[src/rtl/downsize_arbiter.sv]
// downsize_arbiter: round-robin share of one downsize datapath.
// Registers the granted word and tags results through a valid/id delay line.
module downsize_arbiter #(
    parameter int N_REQ       = 4,
    parameter int PARALLEL_IN = 4,
    parameter int DIN_WIDTH   = 32,
    parameter int DOUT_WIDTH  = 16,
    parameter int DS_LATENCY  = 1,
    parameter int ID_WIDTH    = (N_REQ > 1) ? $clog2(N_REQ) : 1
) (
    input  logic                                     clk,
    input  logic                                     rst_n,
    input  logic                                     en,
    input  logic [N_REQ-1:0]                         req_valid,
    input  logic [N_REQ*PARALLEL_IN*DIN_WIDTH-1:0]   req_data,
    output logic [N_REQ-1:0]                         req_ready,
    output logic [PARALLEL_IN*DIN_WIDTH-1:0]         ds_din,
    input  logic [PARALLEL_IN*DOUT_WIDTH-1:0]        ds_dout,
    output logic [PARALLEL_IN*DOUT_WIDTH-1:0]        dout,
    output logic                                     dout_valid,
    output logic [ID_WIDTH-1:0]                      dout_id
);

    localparam int WW = PARALLEL_IN * DIN_WIDTH;
    // Stage 0 is aligned with ds_din; DS_LATENCY more stages follow
    // so the tag lines up with ds_dout.
    localparam int NST = DS_LATENCY + 1;
    localparam logic [ID_WIDTH-1:0] LAST_RST = ID_WIDTH'(N_REQ - 1);

    logic [ID_WIDTH-1:0]           last_q, last_d;
    logic [WW-1:0]                 ds_din_q, ds_din_d;
    logic [NST-1:0]                vld_q, vld_d;
    logic [NST-1:0][ID_WIDTH-1:0]  id_q, id_d;

    logic                hi_found, lo_found, grant_found;
    logic [ID_WIDTH-1:0] hi_idx, lo_idx, grant_idx;
    logic                xfer;

    // Round-robin search: indices above last first, then wrap to the rest.
    always_comb begin
        hi_found = 1'b0;
        lo_found = 1'b0;
        hi_idx   = '0;
        lo_idx   = '0;
        for (int i = 0; i < N_REQ; i++) begin
            if (req_valid[i]) begin
                if (i > int'(last_q)) begin
                    if (!hi_found) begin
                        hi_found = 1'b1;
                        hi_idx   = ID_WIDTH'(i);
                    end
                end else if (!lo_found) begin
                    lo_found = 1'b1;
                    lo_idx   = ID_WIDTH'(i);
                end
            end
        end
        grant_found = hi_found | lo_found;
        grant_idx   = hi_found ? hi_idx : lo_idx;
    end

    // One-hot grant, gated by enable and held off during reset.
    always_comb begin
        req_ready = '0;
        for (int i = 0; i < N_REQ; i++) begin
            req_ready[i] = grant_found && en && rst_n &&
                           (grant_idx == ID_WIDTH'(i));
        end
    end

    assign xfer = |req_ready;

    // Next state: capture the granted slice and tag, shift the delay line.
    always_comb begin
        last_d   = last_q;
        ds_din_d = ds_din_q;
        vld_d    = '0;
        id_d     = id_q;
        for (int i = 0; i < N_REQ; i++) begin
            if (req_ready[i]) begin
                ds_din_d = req_data[i*WW +: WW];
            end
        end
        if (xfer) begin
            last_d   = grant_idx;
            vld_d[0] = 1'b1;
            id_d[0]  = grant_idx;
        end
        for (int s = 1; s < NST; s++) begin
            vld_d[s] = vld_q[s-1];
            id_d[s]  = id_q[s-1];
        end
    end

    // State registers; async reset discards everything in flight.
    always_ff @(posedge clk or negedge rst_n) begin
        if (!rst_n) begin
            last_q   <= LAST_RST;
            ds_din_q <= '0;
            vld_q    <= '0;
            id_q     <= '0;
        end else begin
            last_q   <= last_d;
            ds_din_q <= ds_din_d;
            vld_q    <= vld_d;
            id_q     <= id_d;
        end
    end

    assign ds_din     = ds_din_q;
    assign dout       = ds_dout;
    assign dout_valid = vld_q[NST-1];
    assign dout_id    = id_q[NST-1];

endmodule

[config.mk]
export PLATFORM = sky130hd
export DESIGN_NAME = downsize_arbiter
export DESIGN_NICKNAME = d
export VERILOG_FILES = /design/src/rtl/downsize_arbiter.sv
export SDC_FILE = /design/constraint.sdc
export NUM_CORES = 1
export LEC_CHECK = 0
export ABC_AREA = 0
export BUFFER_PORTS_ARGS = -buffer_cell sky130_fd_sc_hd__buf_2
export CORE_AREA = 2 2 302 304
export CTS_CLUSTER_DIAMETER = 120
export CTS_CLUSTER_SIZE = 12
export DETAILED_ROUTE_END_ITERATION = 7
export DIE_AREA = 0 0 304 306
export HOLD_SLACK_MARGIN = 0.05
export PLACE_DENSITY = 0.39
export SETUP_SLACK_MARGIN = 0.4
export SLEW_MARGIN = 20
export SYNTH_ARGS = -nofsm -noshare
export SYNTH_HDL_FRONTEND = slang
export SYNTH_SLANG_ARGS = --single-unit
[constraint.sdc]
create_clock -name clk -period 2.62 [get_ports clk]
set_input_delay 0.262 -clock clk [delete_from_list [all_inputs] [get_ports clk]]
set_output_delay 0.262 -clock clk [all_outputs]
set_load 0.02 [all_outputs]
# After elaboration in Yosys (flattened, before gate mapping)
# Index checks and enable logic that the tools add are counted.
totals:
  ff_bits: 136
  elab_cells: 57
op_classes:
  n_lt_le_gt_ge: 3
  n_eq_ne: 3
  mux: 36
  bitwise_logic: 1
  reduce_logical: 9
ops:
  columns: ["cell", "n"]
  rows:
  - ["128-bit two-way mux", 4]
  - ["2-bit two-way mux", 13]
  - ["1-bit two-way mux", 19]
  - ["1-bit logical AND", 6]
  - ["2-bit equality test (second input constant)", 2]
  - ["2-bit greater-than comparator (first input constant)", 2]
  - ["4-bit nonzero test", 1]
  - ["4-bit OR reduction", 1]
  - ["2-bit by 1-bit equality test with 1-bit output (second input constant)", 1]
  - ["1-bit by 2-bit greater-than comparator with 1-bit output (first input constant)", 1]
  - ["2-bit zero test", 1]
  - ["1-bit bitwise OR", 1]

# Depth between registers and ports, before layout
logic_depth:
  ltp_word: 17
  depth_mapped: 8

# Least setup slack after synthesis
# Ideal clock, no wire load.
synth_timing:
  kind: "register to output"
  startpoint: "reg last_q[1]"
  endpoint: "out req_ready[2]"
  arrival_time_ns: 1.775
  required_time_ns: 2.358
  slack_ns: 0.583
  path_stages_with_launch: 7
  path_cell_list: "dfstp_2 -> nor2_1 -> a221o_1 -> or2_1 -> buf_2 -> clkbuf_1 -> nor2_1"
synth_via:
  elab_chain_len: 12
synth_rtl:
  columns: ["element", "line", "rtl"]
  rows:
  - ["start: declaration", "30", "logic [ID_WIDTH-1:0] last_q, last_d;"]
  - ["start signal: assignment", "103", "last_q <= last_d;"]
  - ["1-bit by 2-bit greater-than comparator with 1-bit output", "47", "if (i > int'(last_q)) begin"]
  - ["1-bit two-way mux", "47", null]
  - ["1-bit two-way mux", "46", "if (req_valid[i]) begin"]
  - ["2-bit two-way mux (on tied branches)", "52, 48", null]
  - ["2-bit two-way mux", "47", null]
  - ["2-bit two-way mux", "46", null]
  - ["2-bit two-way mux (on tied branches)", "52, 48", null]
  - ["2-bit two-way mux", "47", null]
  - ["2-bit two-way mux", "46", null]
  - ["2-bit two-way mux", "59", "grant_idx = hi_found ? hi_idx : lo_idx;"]
  - ["2-bit equality test", "67", "(grant_idx == ID_WIDTH'(i));"]
  - ["1-bit logical AND (*)", "66", "req_ready[i] = grant_found && en && rst_n &&"]
  - ["end: declaration", "16", "output logic [N_REQ-1:0] req_ready,"]
# Every way passes the cells marked *; elsewhere a longest branch is shown, timed or not.

# Final worst setup path
layout_timing:
  startpoint: "reg last_q[0]"
  endpoint: "out req_ready[3]"
# Same word-level chain as after synthesis.

==> impl_metrics.tcl <==
set metrics [dict create \
    num_rows 110 \
    start_util 0.0971 \
    crit_type "reg2out" \
    antenna_found_initial 14 \
    cp-end-kind "output port" \
    finalHoldViolations 0 \
    synth_commonest_cells "mux2i_1 (256), dfrtp_1 (134), nand2_1 (134)" \
    multi_input_area_sq_um 5110 \
    die-area_sq_um 93000 \
    coreArea_sq_um 89600 \
    syn-mean-instance-area_sq_um 10.7 \
    drive_above_1_share 0.500 \
    start_kind "flip-flop" \
    overflow 0 \
    setup_tns_ns 0 \
    fin_crit_ns 2.37 \
    area_growth_pct 115 \
    clk_pin_slew_ns 0.06 \
    synth_top_area_share 0.386 \
    cts_root_buf "clkbuf_16" \
    hold_ws_ns 0.0852 \
    max_stage_delay_ns 0.62 \
    grt_pass1_vias 11800 \
    synth_edf_count 0 \
    viasPerCell 3.71 \
    synthFlopType "dfrtp_1" \
    routedWlPerCell_microns 18.3 \
    die_h_microns 306 \
    fp.dieW_microns 304 \
    gp_congestion 0.853 \
    slew_headroom 0.379 \
    finalNonFillerCells 2966 \
    cap_violations 0 \
    synth_cell_type_count 20 \
    grt_pass1_wl_microns 70100 \
    worstPathArrival_ns 2.11 \
    status "finished clean" \
    dp_hpwl_microns 34800 \
    synthArstFlopShare 1.00 \
    fin_crit_sh 0.906 \
    register_area_sq_um 3410 \
    vdd_drop_max_uv 513 \
    synth_warnings 0 \
    initialDrtViolationCount 604 \
    setup_viol 0 \
    synth_most_common_cell "mux2i_1" \
    cp_max_fo 5 \
    ant_nets 0 \
    fmax_ghz 0.421 \
    dp.cells 2544 \
    fin_nets 2356 \
    cp_cell_sequence "o22ai_4, a221oi_4, buf_12, nor2_2, buf_4" \
    grt_max_degree 68 \
    hold_path_class "in2reg" \
    worstMarginPinSlew_ns 0.931 \
    cts.sinks 136 \
    h-tree-depth 4 \
    critPathRequiredTime_ns 2.36 \
    grt_use_total 0.101 \
    syn_nets 1398 \
    synth_area_leaders "dfrtp_1 (39%), mux2i_1 (29%), o221ai_1 (12%), buf_4 (7.2%), nand2_1 (5.8%)" \
    routed_wirelength_microns 54100 \
    n_fill_cell 9634 \
    synth.largest_area_cell "dfrtp_1" \
    dr.pass1.iters 5 \
    place_area_sq_um 13000 \
    via_count 11000 \
    power_density_nw_per_um2 632 \
    io_buffers 653 \
    power.leakage_nw 8.93 \
    final_core_util 0.209 \
    clk_path_buf_depth 2 \
    syn_area_sq_um 8700 \
    ys_ff_latch 136 \
    syn_inst 815 \
    slowest_stage "dfstp_2" \
    cts_tree "built" \
    design_area_sq_um 18700 \
    clkLatencyLatePin_ns 0.49 \
    finalMaxSlewViolations 0 \
    cts_buffers 17 \
    rsz0062_at_grt "true" \
    drc 0 \
    fin_worst_skew_ns 0.0150 \
    dpl_worst_slack_ns 0.0991 \
    seq_area_frac_synth 0.392 \
    timing.final.ws_setup_ns 0.245 \
    io-pin-count 782 \
    finalPower_mw 11.8 \
]
-- final cells by class --
| type | count | share of cell area |
|---|---|---|
| tap | 1176 | 0.0786 |
| clock buffer | 20 | 0.0244 |
| multi-input combinational | 538 | 0.273 |
| clock inverter | 12 | 0.00802 |
| timing repair buffer | 1076 | 0.433 |
| sequential | 136 | 0.182 |
| antenna | 4 | 0.000534 |
| inverter | 4 | 0.000802 |
-- cell families after synthesis --
kind of cell           share of synthesized area
muxes                                      0.295
and+or+nand+nor                           0.0630
buffers and inverters                      0.107
AOI/OAI and AO/OA                          0.143
DFF                                        0.392
-- worst max-delay path: cells and delay by family (launching register included) --
family / cells / cell delay, ns
simple gates: 1 / 0.04
compound gates: 2 / 0.60
flops: 1 / 0.62
buf+inv: 2 / 0.35
-- sequential cells by signal, summed over array words and instances, names as in the netlist --
register	flops
dout_id	2
ds_din	128
id_d	2
last_q	2
vld_q	2
-- worst paths after layout --
check,start,end,slack [ns],cells past startpoint
worst max-delay path,last_q[0],req_ready[3],0.25,5
worst min-delay path,req_data[159],ds_din[31],0.09,3
worst min register to register,vld_q[0],vld_q[1],0.35,0
max in group asynchronous,rst_n,ds_din[39],1.15,4
worst max register to register,last_q[0],ds_din[78],0.28,9
min in group asynchronous,rst_n,ds_din[88],0.45,3
-- cell usage in the layout (no fill, tap or decap), types with 2 or more instances in the layout --
cell / n
clkinvlp_4: 3
buf_16: 12
diode_2: 4
dfstp_2: 2
clkinv_4: 2
mux2i_2: 29
o221ai_2: 35
dlygate4sd3_1: 322
nand2_1: 133
mux2i_1: 197
buf_12: 12
dfrtp_1: 134
o22ai_4: 2
buf_2: 648
nor2_4: 3
nor2_1: 5
o221ai_1: 93
buf_8: 13
clkinv_2: 4
clkbuf_8: 2
inv_1: 4
clkbuf_16: 32
a21oi_1: 3
buf_6: 20
bufinv_16: 3
buf_4: 33
mux2i_4: 30
-- power by group --
group          total, mW  leakage (nW)  internal, mW  switching (mW)
Sequential          3.08          1.68          2.72           0.362
Clock               2.63         0.292          1.54            1.09
Combinational       6.12          6.95          2.96            3.16
Total               11.8          8.93          7.22            4.61
-- timing repair --
item                                    4_1_cts  5_1_grt
hold buffers                                320        2
setup buffers                                16       25
pin swaps                                     8       60
hold endpoints to repair                    161        2
endpoints found under the setup margin       76      118
gates resized for setup                      24      173
gates cloned                                  3       20
-- metal layers --
layer / vias up / global-route usage / routed length, microns
met3: 190 / 0.0350 / 4000
met5: - / 0 / 59
met1: 5250 / 0.102 / 19600
met2: 625 / 0.177 / 27300
li1: 4934 / - / -
met4: 10 / 0.0642 / 3200
Power figures use the tool's default switching activity.
